File: src/rtl/led_frame_sequencer_pkg.sv
// Shared types and defaults for the LED frame sequencer and its latch timer.
package led_pkg;

  localparam int COLOR_W_DEF      = 24;
  localparam int LATCH_CYCLES_DEF = 2500;

  typedef enum logic [2:0] {
    IDLE   = 3'd0,
    SELECT = 3'd1,
    LOAD   = 3'd2,
    SEND   = 3'd3,
    LATCH  = 3'd4
  } state_t;

endpackage

File: src/rtl/led_frame_sequencer_latch_timer.sv
// Loadable cycle timer: after load, active stays high for LATCH_CYCLES cycles and
// done is high during the last of them (registered look-ahead, no decode glitches).
module latch_timer
  import led_pkg::*;
#(
  parameter int LATCH_CYCLES = LATCH_CYCLES_DEF,
  localparam int CNT_W       = $clog2(LATCH_CYCLES) + 1
) (
  input  logic clk,
  input  logic rst,
  input  logic load,
  output logic active,
  output logic done
);

  localparam logic [CNT_W-1:0] LAST = CNT_W'(LATCH_CYCLES - 1);

  logic [CNT_W-1:0] count_r;
  logic             active_r;
  logic             done_r;

  // Count register; done is raised one cycle early so it coincides with the final count.
  always_ff @(posedge clk or posedge rst) begin
    if (rst) begin
      count_r  <= {CNT_W{1'b0}};
      active_r <= 1'b0;
      done_r   <= 1'b0;
    end else if (load) begin
      count_r  <= {CNT_W{1'b0}};
      active_r <= 1'b1;
      done_r   <= (LAST == {CNT_W{1'b0}});
    end else if (active_r) begin
      if (count_r == LAST) begin
        active_r <= 1'b0;
        done_r   <= 1'b0;
      end else begin
        count_r <= count_r + {{(CNT_W-1){1'b0}}, 1'b1};
        done_r  <= ((count_r + {{(CNT_W-1){1'b0}}, 1'b1}) == LAST);
      end
    end
  end

  assign active = active_r;
  assign done   = done_r;

endmodule

File: src/rtl/led_frame_sequencer.sv
// Per-frame sequencer: walks the colour mux, hands words to the LED serializer, then
// holds the latch gap. Define LED_AUTO_REFRESH_EN to repeat frames without a new start.
module led_frame_sequencer
  import led_pkg::*;
#(
  parameter int NUM_PIX      = 8,
  parameter int SEL_W        = 3,
  parameter int COLOR_W      = COLOR_W_DEF,
  parameter int LATCH_CYCLES = LATCH_CYCLES_DEF
) (
  input  logic               clk,
  input  logic               rst,
  input  logic               start,
  output logic               busy,
  output logic [SEL_W-1:0]   mux_sel,
  input  logic [COLOR_W-1:0] mux_data,
  output logic [COLOR_W-1:0] pix_data,
  output logic               pix_valid,
  input  logic               pix_ready,
  output logic               latch,
  output logic               frame_done
);

  localparam logic [SEL_W-1:0] LAST_IDX = SEL_W'(NUM_PIX - 1);

  state_t             state_r;
  state_t             next_state_s;
  logic [SEL_W-1:0]   index_r;
  logic [SEL_W-1:0]   mux_sel_r;
  logic [COLOR_W-1:0] pix_data_r;
  logic               pix_valid_r;
  logic               busy_r;
  logic               timer_load_s;
  logic               timer_done_s;
  logic               timer_active_s;
  logic               last_pix_s;

  assign last_pix_s = (index_r == LAST_IDX);

  // State register.
  always_ff @(posedge clk or posedge rst) begin
    if (rst) begin
      state_r <= IDLE;
    end else begin
      state_r <= next_state_s;
    end
  end

  // Next-state decode and latch timer kick-off.
  always_comb begin
    next_state_s = state_r;
    timer_load_s = 1'b0;
    case (state_r)
      IDLE: begin
        if (start) begin
          next_state_s = SELECT;
        end else begin
          next_state_s = IDLE;
        end
      end
      SELECT: next_state_s = LOAD;
      LOAD:   next_state_s = SEND;
      SEND: begin
        if (pix_ready && last_pix_s) begin
          next_state_s = LATCH;
          timer_load_s = 1'b1;
        end else if (pix_ready) begin
          next_state_s = SELECT;
        end else begin
          next_state_s = SEND;
        end
      end
      LATCH: begin
        if (timer_done_s) begin
`ifdef LED_AUTO_REFRESH_EN
          next_state_s = SELECT;
`else
          next_state_s = IDLE;
`endif
        end else begin
          next_state_s = LATCH;
        end
      end
      default: next_state_s = IDLE;
    endcase
  end

  // Datapath: mux_sel is updated on entry to SELECT so the mux settles through SELECT.
  always_ff @(posedge clk or posedge rst) begin
    if (rst) begin
      index_r     <= {SEL_W{1'b0}};
      mux_sel_r   <= {SEL_W{1'b0}};
      pix_data_r  <= {COLOR_W{1'b0}};
      pix_valid_r <= 1'b0;
      busy_r      <= 1'b0;
    end else begin
      busy_r <= (next_state_s != IDLE);
      case (state_r)
        IDLE: begin
          if (start) begin
            index_r   <= {SEL_W{1'b0}};
            mux_sel_r <= {SEL_W{1'b0}};
          end
        end
        LOAD: begin
          pix_data_r  <= mux_data;
          pix_valid_r <= 1'b1;
        end
        SEND: begin
          if (pix_ready) begin
            pix_valid_r <= 1'b0;
            if (!last_pix_s) begin
              index_r   <= index_r + {{(SEL_W-1){1'b0}}, 1'b1};
              mux_sel_r <= index_r + {{(SEL_W-1){1'b0}}, 1'b1};
            end
          end
        end
        LATCH: begin
          if (timer_done_s && (next_state_s == SELECT)) begin
            index_r   <= {SEL_W{1'b0}};
            mux_sel_r <= {SEL_W{1'b0}};
          end
        end
        default: begin
          pix_valid_r <= 1'b0;
        end
      endcase
    end
  end

  latch_timer #(
    .LATCH_CYCLES (LATCH_CYCLES)
  ) u_latch_timer (
    .clk    (clk),
    .rst    (rst),
    .load   (timer_load_s),
    .active (timer_active_s),
    .done   (timer_done_s)
  );

  assign busy       = busy_r;
  assign mux_sel    = mux_sel_r;
  assign pix_data   = pix_data_r;
  assign pix_valid  = pix_valid_r;
  assign latch      = timer_active_s;
  assign frame_done = timer_done_s;

endmodule

File: config.mk
export PLATFORM = sky130hd
export DESIGN_NAME = led_frame_sequencer
export DESIGN_NICKNAME = d
export VERILOG_FILES = /design/src/rtl/led_frame_sequencer_pkg.sv /design/src/rtl/led_frame_sequencer_latch_timer.sv /design/src/rtl/led_frame_sequencer.sv
export SDC_FILE = /design/constraint.sdc
export NUM_CORES = 1
export LEC_CHECK = 0
export CORE_MARGIN = 5
export CORE_UTILIZATION = 50
export CTS_CLUSTER_SIZE = 28
export DETAILED_ROUTE_END_ITERATION = 7
export HOLD_SLACK_MARGIN = 0.05
export PLACE_DENSITY = 0.84
export SYNTH_ARGS = -nofsm -noshare
export SYNTH_HDL_FRONTEND = slang
export SYNTH_SLANG_ARGS = --single-unit
export TNS_END_PERCENT = 30
File: constraint.sdc
create_clock -name clk -period 3.7 [get_ports clk]
set_input_delay 0.555 -clock clk [delete_from_list [all_inputs] [get_ports clk]]
set_output_delay 0.555 -clock clk [all_outputs]
set_load 0.05 [all_outputs]
# After elaboration in Yosys (flattened, before gate mapping)
# Cells that the tools add are included.
[totals]
wordCells = 57
regBits = 47
out_inout_bits = 31
input_bits = 28
[classes]
reduce_logical = 10
bitwise_logic = 1
n_eq_ne = 13
n_addsub = 2
mux = 23
[ops]
columns = ["cell", "count"]
rows = [
  ["two-way mux 13 bit", 3],
  ["equality test 13 x 12 -> 1 bit, second input constant", 2],
  ["two-way mux 3 bit", 6],
  ["one-hot mux 3 bit (5 select lines)", 1],
  ["adder 13 x 1 -> 13 bit, second input constant", 1],
  ["two-way mux 1 bit", 10],
  ["!= test 2 bit, second input constant", 5],
  ["one-hot mux 3 bit (3 select lines)", 1],
  ["equality test 3 x 1 -> 1 bit, second input constant", 2],
  ["equality test 3 x 2 -> 1 bit, second input constant", 2],
  ["equality test 3 bit, second input constant", 2],
  ["nonzero test 3 bit", 2],
  ["AND reduction 5 bit", 1],
  ["AND reduction 2 bit", 2],
  ["adder 3 x 1 -> 3 bit, second input constant", 1],
  ["zero test 3 bit", 1],
  ["one-hot mux 1 bit (3 select lines)", 1],
  ["logical AND 1 bit", 2],
  ["two-way mux 2 bit", 1],
  ["nonzero test 2 bit", 1],
  ["OR reduction 2 bit", 1],
  ["NOT 1 bit", 1],
]

# Longest topological paths before layout
[depth]
ltp_word = 8
ltp_mapped = 6
ltp_nobuf = 6

# Cells and area by module
# Synthesis repeated with hierarchy kept, for this count alone.
[unflattened]
hier_cells = 193
area_unflattened_um2 = 2293.4
[modules_own_cells]
columns = ["module", "cells_each", "area_each_um2", "seq_area_each_um2", "n_inst"]
rows = [
  ["led_frame_sequencer", 83, 1287.5, 800.8, 1],
  ["latch_timer", 110, 1006.0, 375.4, 1],
]

# Worst setup path before layout
# OpenSTA, ideal clock, no wires.
[synth_timing]
kind = "flip-flop to flip-flop"
from = "register u_latch_timer.count_r[1]"
to = "register u_latch_timer.done_r (netlist: u_latch_timer.done)"
arrival_ns = 1.838
setup_ns = 0.066
stages_incl_launch_ff = 7
synth_period_minus_slack_ns = 1.903
t_required_ns = 3.634
n_path_buf = 0
slack_ns = 1.797
path_cell_list = "dfrtp_1 > ha_1 > nand4_2 > or3_1 > a211o_1 > a2111oi_2 > a31o_1"
[synth_between]
elab_chain_len = 5
elab_cells_between_ends = 6
cone_classes = "add/sub: 1; eq/ne: 2; mux: 3"
[synth_lines]
columns = ["element", "line_no", "text"]
rows = [
  ["start: declaration", "led_frame_sequencer_latch_timer.sv:18", "logic [CNT_W-1:0] count_r;"],
  ["start signal: assignment", "led_frame_sequencer_latch_timer.sv:25", "count_r <= {CNT_W{1'b0}};"],
  ["start signal: assignment", "led_frame_sequencer_latch_timer.sv:29", "count_r <= {CNT_W{1'b0}};"],
  ["start signal: assignment", "led_frame_sequencer_latch_timer.sv:37", "count_r <= count_r + {{(CNT_W-1){1'b0}}, 1'b1};"],
  ["adder 13 x 1 -> 13 bit", "led_frame_sequencer_latch_timer.sv:38", "done_r <= ((count_r + {{(CNT_W-1){1'b0}}, 1'b1}) == LAST);"],
  ["equality test 13 x 12 -> 1 bit", "led_frame_sequencer_latch_timer.sv:38", ""],
  ["two-way mux 1 bit *", "led_frame_sequencer_latch_timer.sv:33", "if (count_r == LAST) begin"],
  ["two-way mux 1 bit *", "led_frame_sequencer_latch_timer.sv:32", "end else if (active_r) begin"],
  ["two-way mux 1 bit *", "led_frame_sequencer_latch_timer.sv:28", "end else if (load) begin"],
  ["end signal: assignment", "led_frame_sequencer_latch_timer.sv:31", "done_r <= (LAST == {CNT_W{1'b0}});"],
  ["end signal: assignment", "led_frame_sequencer_latch_timer.sv:38", ""],
  ["end: declaration", "led_frame_sequencer_latch_timer.sv:20", "logic done_r;"],
]
# Mark *: on every way between the ends. The rest lies on a longest branch, timed or not. The select of a mux whose other input is x is not followed.
# A chain may end at the register's enable or synchronous reset.

# Worst setup path in the final report
[layout_timing]
from = "register u_latch_timer.active_r (netlist: u_latch_timer.active)"
to = "output latch"
[layout_rtl]
columns = ["element", "line_no", "text"]
rows = [
  ["start: declaration", "led_frame_sequencer_latch_timer.sv:19", "logic active_r;"],
  ["start signal: assignment", "led_frame_sequencer_latch_timer.sv:26", "active_r <= 1'b0;"],
  ["start signal: assignment", "led_frame_sequencer_latch_timer.sv:30", "active_r <= 1'b1;"],
  ["start signal: assignment", "led_frame_sequencer_latch_timer.sv:34", "active_r <= 1'b0;"],
  ["end: declaration", "led_frame_sequencer.sv:20", "output logic latch,"],
]
# No word-level cell between the ends.

==> reports/metrics.csv <==
stage,metric,value,unit
run_status,status,"finished, final reports clean",
floorplanning,core area,4350,sq um
routing,Post-DRT Antenna Nets,0,
clock_tree,later-pin clock latency in the skew report,0.30,ns
clock_tree,H-tree depth,2,
setup_path,Crit path buffers/inverters,1,
finish,Layout Nets,284,
global_routing,Tot GR Track Use,17.0,%
logic_synthesis,post-synthesis register bit count,47,
timing,Least-Margin Pin Slew,0.943,ns
clock_tree,CTS Buffer Depth,2,
routing,DRC,0,
clock_tree,Clock Tree Root,clkbuf_8,
timing,"Slew Viols, Final",0,
clock_tree,CTS Hold Bufs,0,
logic_synthesis,"EDFF count, synth",0,
setup_path,worst-path cell chain,clkdlybuf4s50_1,
timing,final setup vio count,0,
clock_tree,CTS tree,built,
power,Leak,1.20,nW
routing,via count,1657,
floorplanning,Site Rows,24,
timing,Tmin final,2.24,ns
logic_synthesis,syn nets,226,
timing,final hold viol count,0,
logic_synthesis,Synth warnings,0,
logic_synthesis,sequential share of the synthesized area,52.2,%
routing,Iteration-0 DRC Markers,152,
global_routing,initial antenna violation count,0,
setup_path,"Largest delay share family, worst path",buffers and inverters,
floorplanning,Die Area,5950,sq um
floorplanning,die width,77.2,microns
global_routing,Congestion Overflow GR,0,
clock_tree,post-CTS sizing,0,
logic_synthesis,Post-synth top flop,dfrtp_1,
finish,multi-input logic area,1010,sq um
timing,setup TNS,0,ns
logic_synthesis,Syn Std Cell Area,2250,sq um
floorplanning,Die Y,77.2,microns
global_routing,first-pass GRT wire length,8130,microns
setup_path,CP startpoint kind,flop,
finish,area growth from synthesis to layout,30.9,%
timing,crit share post-route,60.6,%
global_routing,pin count of the biggest net entering global routing,48,
logic_synthesis,Mapped Cells,194,
placement,GP Congestion,0.894,
timing,Worst Clk Skew,0.0106,ns
placement,PortBufs,58,
power,Pwr Total,0.00257,W
clock_tree,Worst-path clk slew,0.09,ns
power,power per cell area,872,nW/um^2
logic_synthesis,Post-Syn Area per Cell,11.6,sq um
routing,aggregate routed wire length,4840,microns
finish,Finished Layout Cells,305,
global_routing,vias in the first global route,1630,
placement,Post-DP HPWL,3540,microns
setup_path,Worst Path Required,3.14,ns
floorplanning,starting density of the core,51.8,%
setup_path,CP Capture Type,output pin,
power,Max IR drop VDD,0.611,mV
finish,Reg area,1180,sq um
setup_path,Crit Path Max Fanout,10,
finish,fin area,2950,sq um
logic_synthesis,Yosys cell types,47,
floorplanning,IO Pins,59,
worst_hold_path,Worst Hold Class,reg -> reg,
timing,RSZ-0062 raised after global routing,false,
setup_path,Critical Path AT,1.69,ns
finish,# diodes,0,
timing,final setup margin,1.46,ns
finish,ratio of cells with drive above 1 in the final layout,18.6,%
clock_tree,CTS Buf Count,5,
placement,pre-CTS setup slack,1.56,ns
routing,drt via density,5.43,
routing,routed len/inst,15.9,microns
setup_path,crit-path max cell delay,0.87,ns
routing,DRT Pass-1 Iters,4,
logic_synthesis,async set-reset flop share out of synthesis,100,%
timing,slew margin rel.,37.0,%
flow_run,Max-cap violations,0,
placement,DP Area,2850,sq um
finish,fillcell total,323,
timing,Fmax,446,MHz
setup_path,CP max stage cell,clkdlybuf4s50_1,
placement,placed cell count,297,
clock_tree,Post-CTS Setup Inserts,0,
setup_path,kind of critical path,reg -> out,
clock_tree,CTS sink cnt,47,
-- kinds of logic (layout without fill, tap and decap cells) --
logic type,count (synthesis),count (layout),synth area share (%)
XOR/XNOR,9,9,3.50
multiplexers,26,26,12.9
AO/OA/AOI/OAI,26,26,8.05
flip-flops,47,47,52.2
AND/OR/NAND/NOR,70,70,17.9
adder cells (fa/ha/maj),4,4,2.22
buffers and inverters,12,71,3.27
-- power by group --
part           internal, W  switching (W)  total, W
clock             0.000153       0.000173  0.000326
sequential        0.000716       0.000167  0.000883
combinational     0.000537       0.000826   0.00136
-- cell usage in the layout, fill, tap and decap left out, types with 5 or more instances in the layout --
master	count
a21oi_1	9
clkbuf_8	6
clkdlybuf4s50_1	58
dfrtp_1	47
mux2_2	24
nand2_1	12
nand3_1	12
nor2_1	13
nor3_1	5
o21ai_0	5
xor2_1	7
-- final cells by class --
type                       count  share of cell area (%)
clock buffer                   6                    2.80
clock inverter                 2                   0.466
inverter                       4                   0.509
multi-input combinational    135                    34.2
sequential                    47                    39.9
tap                           52                    2.21
timing repair buffer          59                    19.9
-- final timing paths --
check / start / end / slack (ns) / cells past startpoint
worst max-delay path: u_latch_timer.active$_DFF_PP0_ / latch / 1.46 / 1
worst min-delay path: pix_data[1]$_DFFE_PP0N_ / pix_data[1]$_DFFE_PP0N_ / 0.51 / 1
worst max register to register: u_latch_timer.count_r[1]$_DFFE_PP0P_ / u_latch_timer.done$_DFFE_PP0P_ / 1.64 / 6
worst min register to register: pix_data[1]$_DFFE_PP0N_ / pix_data[1]$_DFFE_PP0N_ / 0.51 / 1
max in group asynchronous: rst / u_latch_timer.count_r[5]$_DFFE_PP0P_ / 2.32 / 2
min in group asynchronous: rst / pix_data[14]$_DFFE_PP0N_ / 0.78 / 2
-- flip-flops by register name, summed over array words and instances (netlist names) --
name / count
busy: 1
u_latch_timer.active: 1
state_r: 3
pix_data: 24
mux_sel: 3
u_latch_timer.done: 1
u_latch_timer.count_r: 13
pix_valid: 1
-- synth_stat cells (2+ instances only) --
cell type	instances	area, sq um
xnor2_1	2	17.5
or3_1	4	25.0
inv_1	4	15.0
nor3_1	5	25.0
clkbuf_1	2	7.51
nand3_1	12	60.1
and3_1	2	12.5
nand4_1	2	12.5
and3_4	2	22.5
nor2b_1	3	18.8
nand2_1	12	45.0
ha_1	4	50.1
buf_2	2	10.0
o21ai_0	5	25.0
o32a_2	2	22.5
dfrtp_1	47	1180
buf_6	3	33.8
o31ai_1	2	15.0
xor2_1	7	61.3
mux2_2	24	270
or2_1	2	12.5
a21oi_1	9	45.0
nor2_1	13	48.8
-- metrics by stage --
step	hold WS (ns)	utilization [%]
2_1_floorplan	0.529	-
3_3_place_gp	0.488	65.5
3_5_place_dp	0.495	65.5
4_1_cts	0.516	67.8
5_1_grt	0.534	67.8
6_report	0.512	67.8
-- per-layer routing --
layer | vias up | wire [microns] | GRT usage, %
li1 | 810 | - | -
met1 | 794 | 2000 | 21.7
met2 | 46 | 2570 | 28.6
met3 | 7 | 214 | 3.63
met4 | 0 | 61 | 5.15
met5 | - | 0 | 0
(Power assumes the default switching activity.)
